===== src/rtl/mmio_led_pwm_pkg.sv =====
// Shared constants for the memory-mapped LED PWM controller: register window
// geometry, register byte offsets and the per-channel mode encodings.
package mmio_led_pwm_pkg;

  localparam int WIN_BITS  = 6;
  localparam int WIN_WORDS = 2 ** (WIN_BITS - 2);

  localparam logic [WIN_BITS-1:0] OFS_CTRL  = 6'h00;
  localparam logic [WIN_BITS-1:0] OFS_MODE  = 6'h04;
  localparam logic [WIN_BITS-1:0] OFS_DUTY0 = 6'h08;

  typedef enum logic [1:0] {
    MODE_OFF   = 2'd0,
    MODE_ON    = 2'd1,
    MODE_PWM   = 2'd2,
    MODE_BLINK = 2'd3
  } ledMode_e;

  // Word index inside the window for a byte offset.
  function automatic logic [WIN_BITS-3:0] wordIdx(input logic [WIN_BITS-1:0] ofs);
    return ofs[WIN_BITS-1:2];
  endfunction

endpackage


===== src/rtl/mmio_led_pwm_channel.sv =====
// One LED channel: holds the active duty (reloaded only at the PWM wrap so a
// period is never cut short), the blink flop, and the registered active-low pin.
module led_pwm_channel
  import mmio_led_pwm_pkg::*;
#(
  parameter int PWM_W = 8
) (
  input  logic             clk,
  input  logic             rst,
  input  logic [PWM_W-1:0] shadowDuty,
  input  logic [1:0]       mode,
  input  logic [PWM_W-1:0] cnt,
  input  logic             wrap,
  input  logic             en,
  output logic             nLed
);

  logic [PWM_W-1:0] activeDuty;
  logic             blinkState;
  logic             ledOn;

  // Active duty and blink flop only move at the period boundary.
  always_ff @(posedge clk) begin
    if (rst) begin
      activeDuty <= '0;
      blinkState <= 1'b0;
    end else if (wrap) begin
      activeDuty <= shadowDuty;
      blinkState <= ~blinkState;
    end
  end

  // Channel on condition from mode, counter position and blink phase.
  always_comb begin
    ledOn = 1'b0;
    if (en) begin
      case (ledMode_e'(mode))
        MODE_ON:    ledOn = 1'b1;
        MODE_PWM:   ledOn = (cnt < activeDuty);
        MODE_BLINK: ledOn = blinkState;
        default:    ledOn = 1'b0;
      endcase
    end
  end

  // Registered active-low pin driver.
  always_ff @(posedge clk) begin
    if (rst) begin
      nLed <= 1'b1;
    end else begin
      nLed <= ~ledOn;
    end
  end

endmodule


===== src/rtl/mmio_led_pwm.sv =====
// Memory-mapped LED controller: bus decode, CTRL/MODE/shadow-duty registers,
// shared prescaler and PWM counter, and NCH channel instances.
module mmio_led_pwm
  import mmio_led_pwm_pkg::*;
#(
  parameter int          NCH       = 3,
  parameter logic [31:0] BASE_ADDR = 32'h0001_0000,
  parameter int          PWM_W     = 8,
  parameter int          PRESC_W   = 16
) (
  input  logic           iwClk,
  input  logic           iwRst,
  input  logic [31:0]    iwReadAddr,
  input  logic [31:0]    iwWriteAddr,
  input  logic [31:0]    iwWriteData,
  input  logic [3:0]     iwWstrb,
  output logic [31:0]    owReadData,
  output logic [NCH-1:0] ownLed
);

  localparam int IDX_W = WIN_BITS - 2;
  localparam logic [IDX_W-1:0] IDX_CTRL = wordIdx(OFS_CTRL);
  localparam logic [IDX_W-1:0] IDX_MODE = wordIdx(OFS_MODE);
  localparam int IDX_DUTY0 = int'(wordIdx(OFS_DUTY0));

  logic                 ctrlEn;
  logic [PRESC_W-1:0]   ctrlPresc;
  logic [2*NCH-1:0]     modeReg;
  logic [PWM_W-1:0]     shadowDuty [NCH];

  logic [PRESC_W-1:0]   prescCnt;
  logic [PWM_W-1:0]     pwmCnt;
  logic                 tick;
  logic                 wrap;

  logic [WIN_WORDS-1:0][31:0] regView;
  logic                 rdHit;
  logic                 wrHit;
  logic                 wrEn;
  logic [IDX_W-1:0]     rdIdx;
  logic [IDX_W-1:0]     wrIdx;
  logic [31:0]          wrMerged;
  logic                 unusedBits;

  assign rdHit = (iwReadAddr[31:WIN_BITS] == BASE_ADDR[31:WIN_BITS]);
  assign wrHit = (iwWriteAddr[31:WIN_BITS] == BASE_ADDR[31:WIN_BITS]);
  assign rdIdx = iwReadAddr[WIN_BITS-1:2];
  assign wrIdx = iwWriteAddr[WIN_BITS-1:2];
  assign wrEn  = wrHit && (iwWstrb != 4'b0000);

  // Byte lanes [1:0] and unimplemented merged bits are intentionally dropped.
  assign unusedBits = ^{iwReadAddr[1:0], iwWriteAddr[1:0], wrMerged};

  // Read view of the whole window; unimplemented words and bits are zero.
  always_comb begin
    regView = '0;
    regView[IDX_CTRL][0]              = ctrlEn;
    regView[IDX_CTRL][16 +: PRESC_W]  = ctrlPresc;
    regView[IDX_MODE][2*NCH-1:0]      = modeReg;
    for (int c = 0; c < NCH; c++) begin
      if (IDX_DUTY0 + c < WIN_WORDS) begin
        regView[IDX_W'(IDX_DUTY0 + c)][PWM_W-1:0] = shadowDuty[c];
      end
    end
  end

  // Byte-strobe merge of the write data into the current register contents.
  always_comb begin
    wrMerged = regView[wrIdx];
    for (int b = 0; b < 4; b++) begin
      if (iwWstrb[b]) begin
        wrMerged[8*b +: 8] = iwWriteData[8*b +: 8];
      end
    end
  end

  // Configuration registers, updated from the merged write word.
  always_ff @(posedge iwClk) begin
    if (iwRst) begin
      ctrlEn    <= 1'b0;
      ctrlPresc <= '0;
      modeReg   <= '0;
      for (int c = 0; c < NCH; c++) begin
        shadowDuty[c] <= '0;
      end
    end else if (wrEn) begin
      if (wrIdx == IDX_CTRL) begin
        ctrlEn    <= wrMerged[0];
        ctrlPresc <= wrMerged[16 +: PRESC_W];
      end
      if (wrIdx == IDX_MODE) begin
        modeReg <= wrMerged[2*NCH-1:0];
      end
      for (int c = 0; c < NCH; c++) begin
        if (int'(wrIdx) == IDX_DUTY0 + c) begin
          shadowDuty[c] <= wrMerged[PWM_W-1:0];
        end
      end
    end
  end

  // Registered read data; sees pre-write contents on a same-cycle write.
  always_ff @(posedge iwClk) begin
    if (iwRst) begin
      owReadData <= '0;
    end else begin
      owReadData <= rdHit ? regView[rdIdx] : 32'h0;
    end
  end

  assign tick = ctrlEn && (prescCnt == ctrlPresc);
  assign wrap = tick && (pwmCnt == {PWM_W{1'b1}});

  // Prescaler: counts 0..PRESC, parked at zero while disabled.
  always_ff @(posedge iwClk) begin
    if (iwRst || !ctrlEn) begin
      prescCnt <= '0;
    end else if (tick) begin
      prescCnt <= '0;
    end else begin
      prescCnt <= prescCnt + 1'b1;
    end
  end

  // PWM counter advances once per tick and wraps naturally; frozen when disabled.
  always_ff @(posedge iwClk) begin
    if (iwRst) begin
      pwmCnt <= '0;
    end else if (tick) begin
      pwmCnt <= pwmCnt + 1'b1;
    end
  end

  for (genvar i = 0; i < NCH; i++) begin : gChan
    led_pwm_channel #(
      .PWM_W(PWM_W)
    ) uChan (
      .clk       (iwClk),
      .rst       (iwRst),
      .shadowDuty(shadowDuty[i]),
      .mode      (modeReg[2*i +: 2]),
      .cnt       (pwmCnt),
      .wrap      (wrap),
      .en        (ctrlEn),
      .nLed      (ownLed[i])
    );
  end

endmodule

===== config.mk =====
export PLATFORM = sky130hd
export DESIGN_NAME = mmio_led_pwm
export DESIGN_NICKNAME = d
export VERILOG_FILES = /design/src/rtl/mmio_led_pwm_pkg.sv /design/src/rtl/mmio_led_pwm_channel.sv /design/src/rtl/mmio_led_pwm.sv
export SDC_FILE = /design/constraint.sdc
export NUM_CORES = 1
export LEC_CHECK = 0
export CAP_MARGIN = 5
export CORE_MARGIN = 3
export CORE_UTILIZATION = 40
export DETAILED_ROUTE_END_ITERATION = 6
export PLACE_DENSITY = 0.61
export SYNTH_ARGS = -nofsm -noshare
export SYNTH_HDL_FRONTEND = slang
export SYNTH_SLANG_ARGS = --single-unit

===== constraint.sdc =====
create_clock -name iwClk -period 3.8 [get_ports iwClk]
set_clock_uncertainty 0.1 [all_clocks]
set_input_delay 0.76 -clock iwClk [delete_from_list [all_inputs] [get_ports iwClk]]
set_output_delay 0.76 -clock iwClk [all_outputs]
set_load 0.01 [all_outputs]

==> run_results.csv, run 1 <==
group,metric,value,unit
global_route,globalRouteOverflowTotal,0,
drt,viasPerCell,5.10,
power_and_ir_drop,ir_drop,0.288,mV
logic_synthesis,yosys-top-cells-count,"101 x sky130_fd_sc_hd__dfxtp_1, 69 x sky130_fd_sc_hd__nor2_1, 60 x sky130_fd_sc_hd__nand2b_1, 47 x sky130_fd_sc_hd__mux2i_1, 27 x sky130_fd_sc_hd__inv_1",
sta,period_needed,2.88,ns
drt,drt_first_iter_violations,447,
global_route,gr-usage-all-layers,18.5,%
logic_synthesis,synth_ff_type,"sky130_fd_sc_hd__dfxtp_1",
worst_setup_path,slowest_stage_cell_crit_path,"sky130_fd_sc_hd__clkdlybuf4s50_1",
final_layout,nets,891,
hold_path,hold_class,"flop to flop",
sta,grt_setup_unrepaired,"no",
cts,cts_post_setup_buffers_inserted,0,
logic_synthesis,synth_top_cell_by_area,"sky130_fd_sc_hd__dfxtp_1",
sta,maxSlewViolCount,0,
drt,dr.pass1.iters,5,
logic_synthesis,synth.most_common_cell,"sky130_fd_sc_hd__dfxtp_1",
logic_synthesis,postSynthCellCount,652,
die,floorplan.rows,45,
worst_setup_path,critical_path_required,3.90,ns
die,initial_utilization,41.3,%
cts,postCtsHoldBufs,0,
drt,wire_per_inst,15.9,microns
worst_setup_path,critPathLaunchType,"primary input",
final_layout,antennaDiodeCount,0,
outcome,outcome,"finished clean",
global_route,grt_antenna_before_repair,0,
die,chipWidth,132,microns
cts,clk_latency,0.42,ns
sta,portion_of_the_clock_cycle_consumed_by_the_worst_path_in_the_final_layout,75.7,%
logic_synthesis,synth.avg_cell_area,9.69,sq um
logic_synthesis,synth_seq_area_share,43.4,%
power_and_ir_drop,cellPowerDensity,373,nW/um^2
logic_synthesis,synth_cell_type_count,51,
worst_setup_path,critical_path_class,"primary input to flop",
cts,cts_max_level,4,
sta,final_critical_path_setup_slack,0.924,ns
logic_synthesis,synth_edf_count,24,
worst_setup_path,crit_path_max_incr_delay,0.72,ns
logic_synthesis,netlist_top_cells_area,"sky130_fd_sc_hd__dfxtp_1 32%, sky130_fd_sc_hd__edfxtp_1 11%, sky130_fd_sc_hd__mux2i_1 7.4%, sky130_fd_sc_hd__nand2b_1 5.9%, sky130_fd_sc_hd__ha_1 4.6%",
logic_synthesis,synth_seq_cells,125,
worst_setup_path,critical_path.max_fanout,14,
placement,worst_slack_after_detailed_placement,0.484,ns
final_layout,final_layout_size_suffix_gt1_share,9.13,%
placement,gp_congestion,0.797,
global_route,grt_pass1_vias,5051,
die,core_area,15300,sq um
power_and_ir_drop,p_total,3.05,mW
cts,cells_resized_by_post_cts_repair,0,
cts,tritoncts,"yes",
worst_setup_path,worstPathCellList,"clkdlybuf4s50_1, nor4b_1, buf_4, a21oi_1, nor2_1, nand2_1, nor3_1",
cts,ctsLongestPathBuffers,2,
drt,drc,0,
logic_synthesis,syn-cell-area,6320,sq um
placement,place.port_buffers,116,
global_route,wire_length_of_the_first_global_routing_pass,25700,microns
logic_synthesis,synth_largest_type_area_fraction,32.0,%
sta,slew_headroom,24.2,%
sta,hold_viol,0,
drt,postRouteAntennaNets,0,
placement,post_dp_hpwl,11800,microns
die,chipHeight,132,microns
logic_synthesis,synth_warn,0,
sta,hold_slack,0.376,ns
global_route,grt_start_max_net_pins,58,
drt,routed_wirelength,15700,microns
sta,setup-tns-final,0,ns
power_and_ir_drop,leakage_power_total,3.05,nW
logic_synthesis,async_reset_ff_share,0,%
die,area_of_the_die,17300,sq um
die,number_of_primary_i_o_pins,137,
final_layout,area_growth,29.4,%
sta,actual_transition_at_the_worst_max_transition_pin,1.13,ns
cts,cts.reportedPaths.clkPinSlew,0.06,ns
drt,dr_total_vias,5041,
cts,cts.sinks,125,
cts,clock_tree.root_cell,"sky130_fd_sc_hd__clkbuf_16",
cts,cts_buffers,17,
sta,setup-violations-final,0,
sta,timing.fmax,0.348,GHz
worst_setup_path,endpoint_kind,"flop",
flow_run,max_cap_violations,0,
worst_setup_path,worstPathArrival,2.98,ns
-- critical path: cells and delay by family --
kind | cells | cell delay, ns
and+or+nand+nor | 4 | 1.25
buffers and inverters | 2 | 0.92
AOI/OAI and AO/OA | 1 | 0.04
-- sequential cells by signal (all words and copies together), names as in the netlist --
register	cells
shadowDuty	24
owReadData	24
ctrlPresc	16
gChan.uChan.activeDuty	24
gChan.uChan.nLed	3
ctrlEn	1
prescCnt	16
modeReg	6
pwmCnt	8
gChan.uChan.blinkState	3
-- cell usage in the layout (no fill, tap or decap), types with 3 or more instances in the layout --
cell type | Yosys | routed
sky130_fd_sc_hd__clkbuf_16 | 0 | 18
sky130_fd_sc_hd__and3b_1 | 6 | 6
sky130_fd_sc_hd__nand4_1 | 5 | 5
sky130_fd_sc_hd__edfxtp_1 | 24 | 24
sky130_fd_sc_hd__nor4_1 | 16 | 15
sky130_fd_sc_hd__xor2_1 | 22 | 22
sky130_fd_sc_hd__inv_1 | 27 | 27
sky130_fd_sc_hd__nor2_1 | 69 | 69
sky130_fd_sc_hd__xnor2_1 | 8 | 8
sky130_fd_sc_hd__a31oi_1 | 4 | 4
sky130_fd_sc_hd__a21o_1 | 7 | 7
sky130_fd_sc_hd__nand2b_1 | 60 | 60
sky130_fd_sc_hd__nor2b_1 | 25 | 25
sky130_fd_sc_hd__a211o_1 | 3 | 3
sky130_fd_sc_hd__nand3_1 | 15 | 15
sky130_fd_sc_hd__clkinv_4 | 0 | 3
sky130_fd_sc_hd__o221ai_1 | 3 | 3
sky130_fd_sc_hd__nor3_1 | 12 | 12
sky130_fd_sc_hd__ha_1 | 23 | 23
sky130_fd_sc_hd__buf_4 | 12 | 9
sky130_fd_sc_hd__a22oi_1 | 10 | 10
sky130_fd_sc_hd__a21oi_1 | 22 | 22
sky130_fd_sc_hd__nand2_1 | 13 | 13
sky130_fd_sc_hd__mux2_2 | 15 | 15
sky130_fd_sc_hd__or4_1 | 3 | 3
sky130_fd_sc_hd__conb_1 | 1 | 8
sky130_fd_sc_hd__mux2i_1 | 47 | 47
sky130_fd_sc_hd__dfxtp_1 | 101 | 101
sky130_fd_sc_hd__inv_6 | 0 | 3
sky130_fd_sc_hd__nor4b_1 | 3 | 3
sky130_fd_sc_hd__and2_1 | 20 | 20
sky130_fd_sc_hd__clkdlybuf4s50_1 | 0 | 115
sky130_fd_sc_hd__and3_1 | 10 | 10
sky130_fd_sc_hd__o21ai_0 | 13 | 13
-- stage by stage --
step                      instance area (sq um)  util [%]  std cells
after global routing                       8180      53.4        989
after floorplan                            6350         -        659
after CTS                                  8180      53.4        989
after global placement                     7630      49.9        958
after detailed placement                   7630      49.9        958
final                                      8180      53.4        989
-- layer usage --
| layer | track usage (%) | wire length (microns) | up-vias |
|---|---|---|---|
| li1 | - | - | 2487 |
| met1 | 24.7 | 7320 | 2379 |
| met2 | 28.2 | 7190 | 153 |
| met3 | 4.90 | 959 | 22 |
| met4 | 7.64 | 231 | 0 |
| met5 | 0 | 0 | - |
-- report_power, final --
group	total [mW]	internal, mW	switching (mW)
registers	1.37	1.36	0.0130
logic	0.198	0.120	0.0782
clock network	1.48	0.876	0.604
-- logic make-up after synthesis --
| family | count (synthesis) | share of synthesized area (%) |
|---|---|---|
| adders and majority gates | 23 | 4.55 |
| and+or+nand+nor | 270 | 24.6 |
| muxes | 64 | 10.8 |
| buffers and inverters | 64 | 4.85 |
| other | 1 | 0.0593 |
| DFF | 125 | 43.4 |
| xor gates and xnor gates | 30 | 4.16 |
| AOI/OAI and AO/OA | 75 | 7.54 |
-- cell type report --
type,instances,area [sq um]
clock buffers,20,459
clock inverters,11,83.8
fillers,1384,7140
inverters,27,101
multi-input cells,470,3300
flip-flops and latches,125,2740
well taps,211,264
repair buffers,125,1220
-- final timing paths --
check	to	slack [ns]	startpoint	depth (start not counted)
worst min register to register	gChan[2].uChan.activeDuty[5]$_SDFFE_PP0P_	0.38	gChan[2].uChan.activeDuty[5]$_SDFFE_PP0P_	2
worst min-delay path	gChan[2].uChan.activeDuty[5]$_SDFFE_PP0P_	0.38	gChan[2].uChan.activeDuty[5]$_SDFFE_PP0P_	2
worst max-delay path	shadowDuty[0][6]$_DFFE_PP_	0.92	iwWriteAddr[3]	7
worst max register to register	gChan[2].uChan.blinkState$_SDFFE_PP0P_	1.03	prescCnt[7]$_SDFF_PP0_	6
(Power assumes the default switching activity.)
==> run 2, diff against run 1 <==
==> constraint.sdc (replaced) <==
create_clock -name iwClk -period 2.8 [get_ports iwClk]
set_clock_uncertainty 0.1 [all_clocks]
set_input_delay 0.56 -clock iwClk [delete_from_list [all_inputs] [get_ports iwClk]]
set_output_delay 0.56 -clock iwClk [all_outputs]
set_load 0.01 [all_outputs]
==> run_results.csv, run 2 (synthesis gave the netlist of run 1 again) <==
group,metric,value,unit
cts,clock_tree.root_cell,"sky130_fd_sc_hd__clkbuf_16",
drt,dr_total_vias,5087,
global_route,gr-usage-all-layers,18.7,%
sta,period_needed,2.35,ns
global_route,grt_start_max_net_pins,66,
placement,post-place-cells,975,
worst_setup_path,critPathLaunchType,"primary input",
drt,routed_wirelength,16000,microns
drt,drt_first_iter_violations,287,
cts,cts_post_setup_buffers_inserted,0,
power_and_ir_drop,cellPowerDensity,510,nW/um^2
global_route,grt_pass1_vias,5122,
die,chipHeight,132,microns
sta,maxSlewViolCount,0,
power_and_ir_drop,leakage_power_total,3.17,nW
final_layout,utilization,54.8,%
power_and_ir_drop,sequentialPowerShare,43.5,%
worst_setup_path,critical_path_required,2.89,ns
sta,slew_headroom,59.6,%
final_layout,area_growth,32.8,%
outcome,outcome,"finished clean",
final_layout,final_layout_size_suffix_gt1_share,11.3,%
final_layout,largest_registers,"gChan.uChan.activeDuty: 24 flops, owReadData: 24 flops, shadowDuty: 24 flops",
cts,ctsLongestPathBuffers,2,
global_route,globalRoute.busiestLayer,"met2",
die,core_area,15300,sq um
drt,postRouteAntennaNets,0,
global_route,grt_antenna_before_repair,0,
sta,actual_transition_at_the_worst_max_transition_pin,0.601,ns
worst_setup_path,critical_path_class,"primary input to flop",
power_and_ir_drop,comb_power_share,6.5,%
global_route,wire_length_of_the_first_global_routing_pass,25900,microns
power_and_ir_drop,clockPowerShare,50.0,%
power_and_ir_drop,net-switching-power,978,uW
final_layout,leading_cell_type_in_the_layout_fill_and_taps_excluded,"sky130_fd_sc_hd__clkdlybuf4s50_1",
drt,viasPerCell,5.05,
worst_setup_path,endpoint_kind,"flop",
die,initial_utilization,41.3,%
flow_run,max_cap_violations,0,
placement,worst_slack_after_detailed_placement,0.0594,ns
global_route,grt.met3_usage,5.28,%
final_layout,nets,908,
sta,hold_slack,0.369,ns
worst_setup_path,crit-reg2reg-launch,"prescCnt[7]$_SDFF_PP0_",
power_and_ir_drop,intPower,3.30,mW
cts,clk_latency,0.42,ns
hold_path,hold_path_origin,"gChan[2].uChan.activeDuty[7]$_SDFFE_PP0P_",
sta,timing.fmax,0.426,GHz
die,area_of_the_die,17300,sq um
die,chipWidth,132,microns
placement,post_dp_hpwl,12200,microns
hold_path,hold_class,"flop to flop",
cts,cts.sinks,125,
global_route,grtUsageMet2,29.9,%
sta,setup-tns-final,0,ns
drt,drc,0,
global_route,globalRouteOverflowTotal,0,
sta,hold_viol,0,
worst_setup_path,critical_path.startpoint,"iwWriteAddr[2]",
die,floorplan.rows,45,
final_layout,antennaDiodeCount,0,
sta,grt_setup_unrepaired,"no",
power_and_ir_drop,sw_frac_of_total,22.9,%
die,number_of_primary_i_o_pins,137,
sta,final_critical_path_setup_slack,0.454,ns
cts,cts.reportedPaths.clkPinSlew,0.06,ns
cts,cts_buffers,17,
final_layout,mostFrequentLayoutCells,"115 x sky130_fd_sc_hd__clkdlybuf4s50_1, 101 x sky130_fd_sc_hd__dfxtp_1, 69 x sky130_fd_sc_hd__nor2_1",
sta,setup-violations-final,0,
final_layout,fillerInstances,1378,
cts,postCtsHoldBufs,0,
cts,tritoncts,"yes",
placement,place.port_buffers,116,
worst_setup_path,critical_path.max_fanout,11,
placement,gp_congestion,0.848,
cts,cells_resized_by_post_cts_repair,0,
drt,dr.pass1.iters,5,
final_layout,number_of_cells_in_the_finished_layout_apart_from_fillers,1007,
global_route,met1_usage,24.8,%
drt,wire_per_inst,15.9,microns
cts,cts_max_level,4,
sta,portion_of_the_clock_cycle_consumed_by_the_worst_path_in_the_final_layout,83.8,%
worst_setup_path,worstPathArrival,2.44,ns
power_and_ir_drop,ir_drop,0.404,mV
## run 2: changes by cell type in the layout (fill, tap and decap cells not counted), sizes merged
| cell | delta |
|---|---|
| bufinv | +1 |
| inv | +3 |
| clkbuf | -1 |
| buf | +17 |
| clkinvlp | -2 |
## run 2: power groups by stage
stage / combinational (mW) / clock (mW) / sequential, mW
2_1_floorplan: 0.120 / 0 / 1.89
3_3_place_gp: 0.272 / 0 / 1.90
3_5_place_dp: 0.278 / 0 / 1.90
4_1_cts: 0.279 / 2.18 / 1.86
5_1_grt: 0.300 / 2.27 / 1.86
6_report: 0.278 / 2.14 / 1.86
## run 2: final timing paths
check	cells past startpoint	end	slack [ns]
max	6	shadowDuty[0][22]$_DFFE_PP_	0.45
min	2	gChan[2].uChan.activeDuty[7]$_SDFFE_PP0P_	0.37
min reg2reg	2	gChan[2].uChan.activeDuty[7]$_SDFFE_PP0P_	0.37
max reg2reg	6	gChan[0].uChan.blinkState$_SDFFE_PP0P_	0.47
## run 2: final cells by class
type / instances / area (sq um) / share of cell area [%]
timing repair buffer: 142 / 1400 / 16.7
inverter: 27 / 101 / 1.21
clock buffer: 19 / 453 / 5.40
clock inverter: 13 / 128 / 1.52
tap: 211 / 264 / 3.15
multi-input combinational: 470 / 3300 / 39.4
sequential: 125 / 2740 / 32.7
## run 2: layer usage
metal  wire [microns]  vias to the layer above
met5                0                        -
met4              165                        0
met3              776                       17
met2             7610                      137
met1             7440                     2402
li1                 -                     2531
## run 2: through the flow
| stage | area, sq um | power (mW) |
|---|---|---|
| floorplan | 6350 | 2.01 |
| global placement | 7810 | 2.17 |
| detailed placement | 7810 | 2.18 |
| CTS | 8390 | 4.32 |
| global route | 8390 | 4.43 |
| finish | 8390 | 4.28 |
## run 2: critical path, stage by stage
cell and delay [ns]:
sky130_fd_sc_hd__clkdlybuf4s50_1 0.64, sky130_fd_sc_hd__nor4b_1 0.52, sky130_fd_sc_hd__a21oi_1 0.08, sky130_fd_sc_hd__nor2_1 0.15, sky130_fd_sc_hd__nand2_1 0.13, sky130_fd_sc_hd__nor3_1 0.36
==> run 3, diff against run 2 <==
--- a/config.mk
+++ b/config.mk
@@ -9,7 +9,7 @@
 export CORE_MARGIN = 3
 export CORE_UTILIZATION = 40
 export DETAILED_ROUTE_END_ITERATION = 6
-export PLACE_DENSITY = 0.61
+export PLACE_DENSITY = 0.64
 export SYNTH_ARGS = -nofsm -noshare
 export SYNTH_HDL_FRONTEND = slang
 export SYNTH_SLANG_ARGS = --single-unit
==> constraint.sdc (replaced) <==
create_clock -name iwClk -period 2.08 [get_ports iwClk]
set_clock_uncertainty 0.1 [all_clocks]
set_input_delay 0.416 -clock iwClk [delete_from_list [all_inputs] [get_ports iwClk]]
set_output_delay 0.416 -clock iwClk [all_outputs]
set_load 0.01 [all_outputs]
==> run_results.csv, run 3 (synthesis gave the netlist of run 1 again) <==
group,metric,value,unit
cts,cts_max_level,4,
cts,ctsLongestPathBuffers,2,
cts,cts.sinks,125,
die,core_area,15300,sq um
power_and_ir_drop,sw_frac_of_total,20.9,%
placement,worst_slack_after_detailed_placement,-0.417,ns
power_and_ir_drop,comb_power_share,6.8,%
final_layout,antennaDiodeCount,0,
drt,drt_first_iter_violations,338,
sta,hold_viol,0,
final_layout,largest_registers,"gChan.uChan.activeDuty: 24 flops, owReadData: 24 flops, shadowDuty: 24 flops",
global_route,grt_start_max_net_pins,75,
worst_setup_path,worstPathCellList,"xor2_1, nor4_1, nand3_1, nor4_2, buf_4, mux2_2",
worst_setup_path,endpoint_kind,"flop",
power_and_ir_drop,p_total,5.89,mW
sta,maxSlewViolCount,0,
power_and_ir_drop,intPower,4.66,mW
worst_setup_path,worstPathArrival,2.30,ns
placement,gp_congestion,0.871,
sta,setup-violations-final,4,
drt,viasPerCell,5.01,
power_and_ir_drop,net-switching-power,1.23,mW
global_route,grt_pass1_vias,5211,
global_route,wire_length_of_the_first_global_routing_pass,26400,microns
die,area_of_the_die,17300,sq um
final_layout,fillerInstances,1313,
final_layout,utilization,58.1,%
drt,routed_wirelength,16500,microns
cts,postCtsHoldBufs,0,
sta,grt_setup_unrepaired,"yes",
final_layout,final_layout_size_suffix_gt1_share,17.9,%
power_and_ir_drop,leakage_power_total,3.46,nW
die,chipWidth,132,microns
power_and_ir_drop,sequentialPowerShare,42.6,%
power_and_ir_drop,ir_drop,0.573,mV
drt,postRouteAntennaNets,0,
sta,setup-tns-final,-0.0148,ns
cts,tritoncts,"yes",
drt,dr.pass1.iters,4,
placement,place.port_buffers,116,
outcome,outcome,"complete, but fails checks",
placement,post_dp_hpwl,12400,microns
die,initial_utilization,41.3,%
sta,portion_of_the_clock_cycle_consumed_by_the_worst_path_in_the_final_layout,100,%
die,floorplan.rows,45,
global_route,gr-usage-all-layers,19.0,%
cts,clock_tree.root_cell,"sky130_fd_sc_hd__clkbuf_16",
flow_run,max_cap_violations,0,
die,chipHeight,132,microns
worst_setup_path,critical_path_class,"flop to flop",
power_and_ir_drop,clockPowerShare,50.6,%
final_layout,mostFrequentLayoutCells,"108 x sky130_fd_sc_hd__clkdlybuf4s50_1, 92 x sky130_fd_sc_hd__dfxtp_1, 68 x sky130_fd_sc_hd__nor2_1",
worst_setup_path,crit_path_max_incr_delay,0.35,ns
global_route,grt_antenna_before_repair,0,
final_layout,leading_cell_type_in_the_layout_fill_and_taps_excluded,"sky130_fd_sc_hd__clkdlybuf4s50_1",
final_layout,multi_input_area,3410,sq um
outcome,failed_checks,"setup timing",
worst_setup_path,critical_path_required,2.29,ns
global_route,globalRouteOverflowTotal,0,
final_layout,nets,946,
drt,wire_per_inst,15.8,microns
worst_setup_path,slowest_stage_cell_crit_path,"sky130_fd_sc_hd__mux2_2",
worst_setup_path,critical_path.max_fanout,8,
drt,drc,0,
drt,dr_total_vias,5224,
sta,final_critical_path_setup_slack,-0.00503,ns
sta,timing.fmax,0.480,GHz
cts,cts.reportedPaths.clkPinSlew,0.06,ns
final_layout,seqCellArea,2750,sq um
cts,clk_latency,0.42,ns
hold_path,hold_class,"flop to flop",
sta,period_needed,2.09,ns
power_and_ir_drop,cellPowerDensity,662,nW/um^2
die,number_of_primary_i_o_pins,137,
final_layout,area_growth,40.8,%
worst_setup_path,critPathLaunchType,"flop",
cts,cts_buffers,17,
==> run 3: power groups by stage <==
stage / Clock (mW) / Sequential (mW) / Combinational, mW
6_report: 2.98 / 2.51 / 0.402
5_1_grt: 3.12 / 2.51 / 0.433
4_1_cts: 3.03 / 2.51 / 0.398
3_5_place_dp: 0 / 2.56 / 0.396
3_3_place_gp: 0 / 2.56 / 0.390
2_1_floorplan: 0 / 2.54 / 0.162
==> run 3: what timing repair did <==
item                       4_1_cts  5_1_grt
setup endpoints to repair        1       77
cloned                           0        2
gates resized for setup          1       37
pin swaps                        1       13
buffers inserted                 0        2
==> run 3: worst paths after layout <==
kind | startpoint | end | slack [ns] | cells after the start
worst max-delay path | ctrlPresc[5]$_SDFFE_PP0P_ | gChan[0].uChan.blinkState$_SDFFE_PP0P_ | -0.005 | 6
worst min-delay path | gChan[0].uChan.activeDuty[5]$_SDFFE_PP0P_ | gChan[0].uChan.activeDuty[5]$_SDFFE_PP0P_ | 0.37 | 2
worst max register to register | ctrlPresc[5]$_SDFFE_PP0P_ | gChan[0].uChan.blinkState$_SDFFE_PP0P_ | -0.005 | 6
worst min register to register | gChan[0].uChan.activeDuty[5]$_SDFFE_PP0P_ | gChan[0].uChan.activeDuty[5]$_SDFFE_PP0P_ | 0.37 | 2
==> run 3: layer usage <==
layer	vias to the layer above	wire, microns	track usage [%]
li1	2604	-	-
met1	2494	7660	25.3
met2	113	7970	30.4
met3	13	732	5.47
met4	0	165	4.78
met5	-	0	0
==> run 3: worst max-delay path: cells and delay by family (launching register included) <==
family	cells	cell delay [ns]
simple gates	3	0.78
mux	1	0.35
flops	1	0.32
buf+inv	1	0.26
xor+xnor	1	0.15
==> run 3: layout make-up <==
cell class | count | share of cell area [%]
clock buffers | 19 | 5.09
clock inverters | 11 | 1.59
inverters | 27 | 1.14
multi-input cells | 470 | 38.4
flip-flops and latches | 125 | 30.9
well taps | 211 | 2.97
repair buffers | 180 | 19.9
==> run 3: per-stage QoR <==
stage	hold slack, ns	instances	cell area, sq um
after global routing	0.387	1043	8900
after global placement	0.361	1009	8090
after CTS	0.367	1039	8690
after floorplan	0.349	659	6360
after detailed placement	0.365	1009	8090
final	0.372	1043	8900
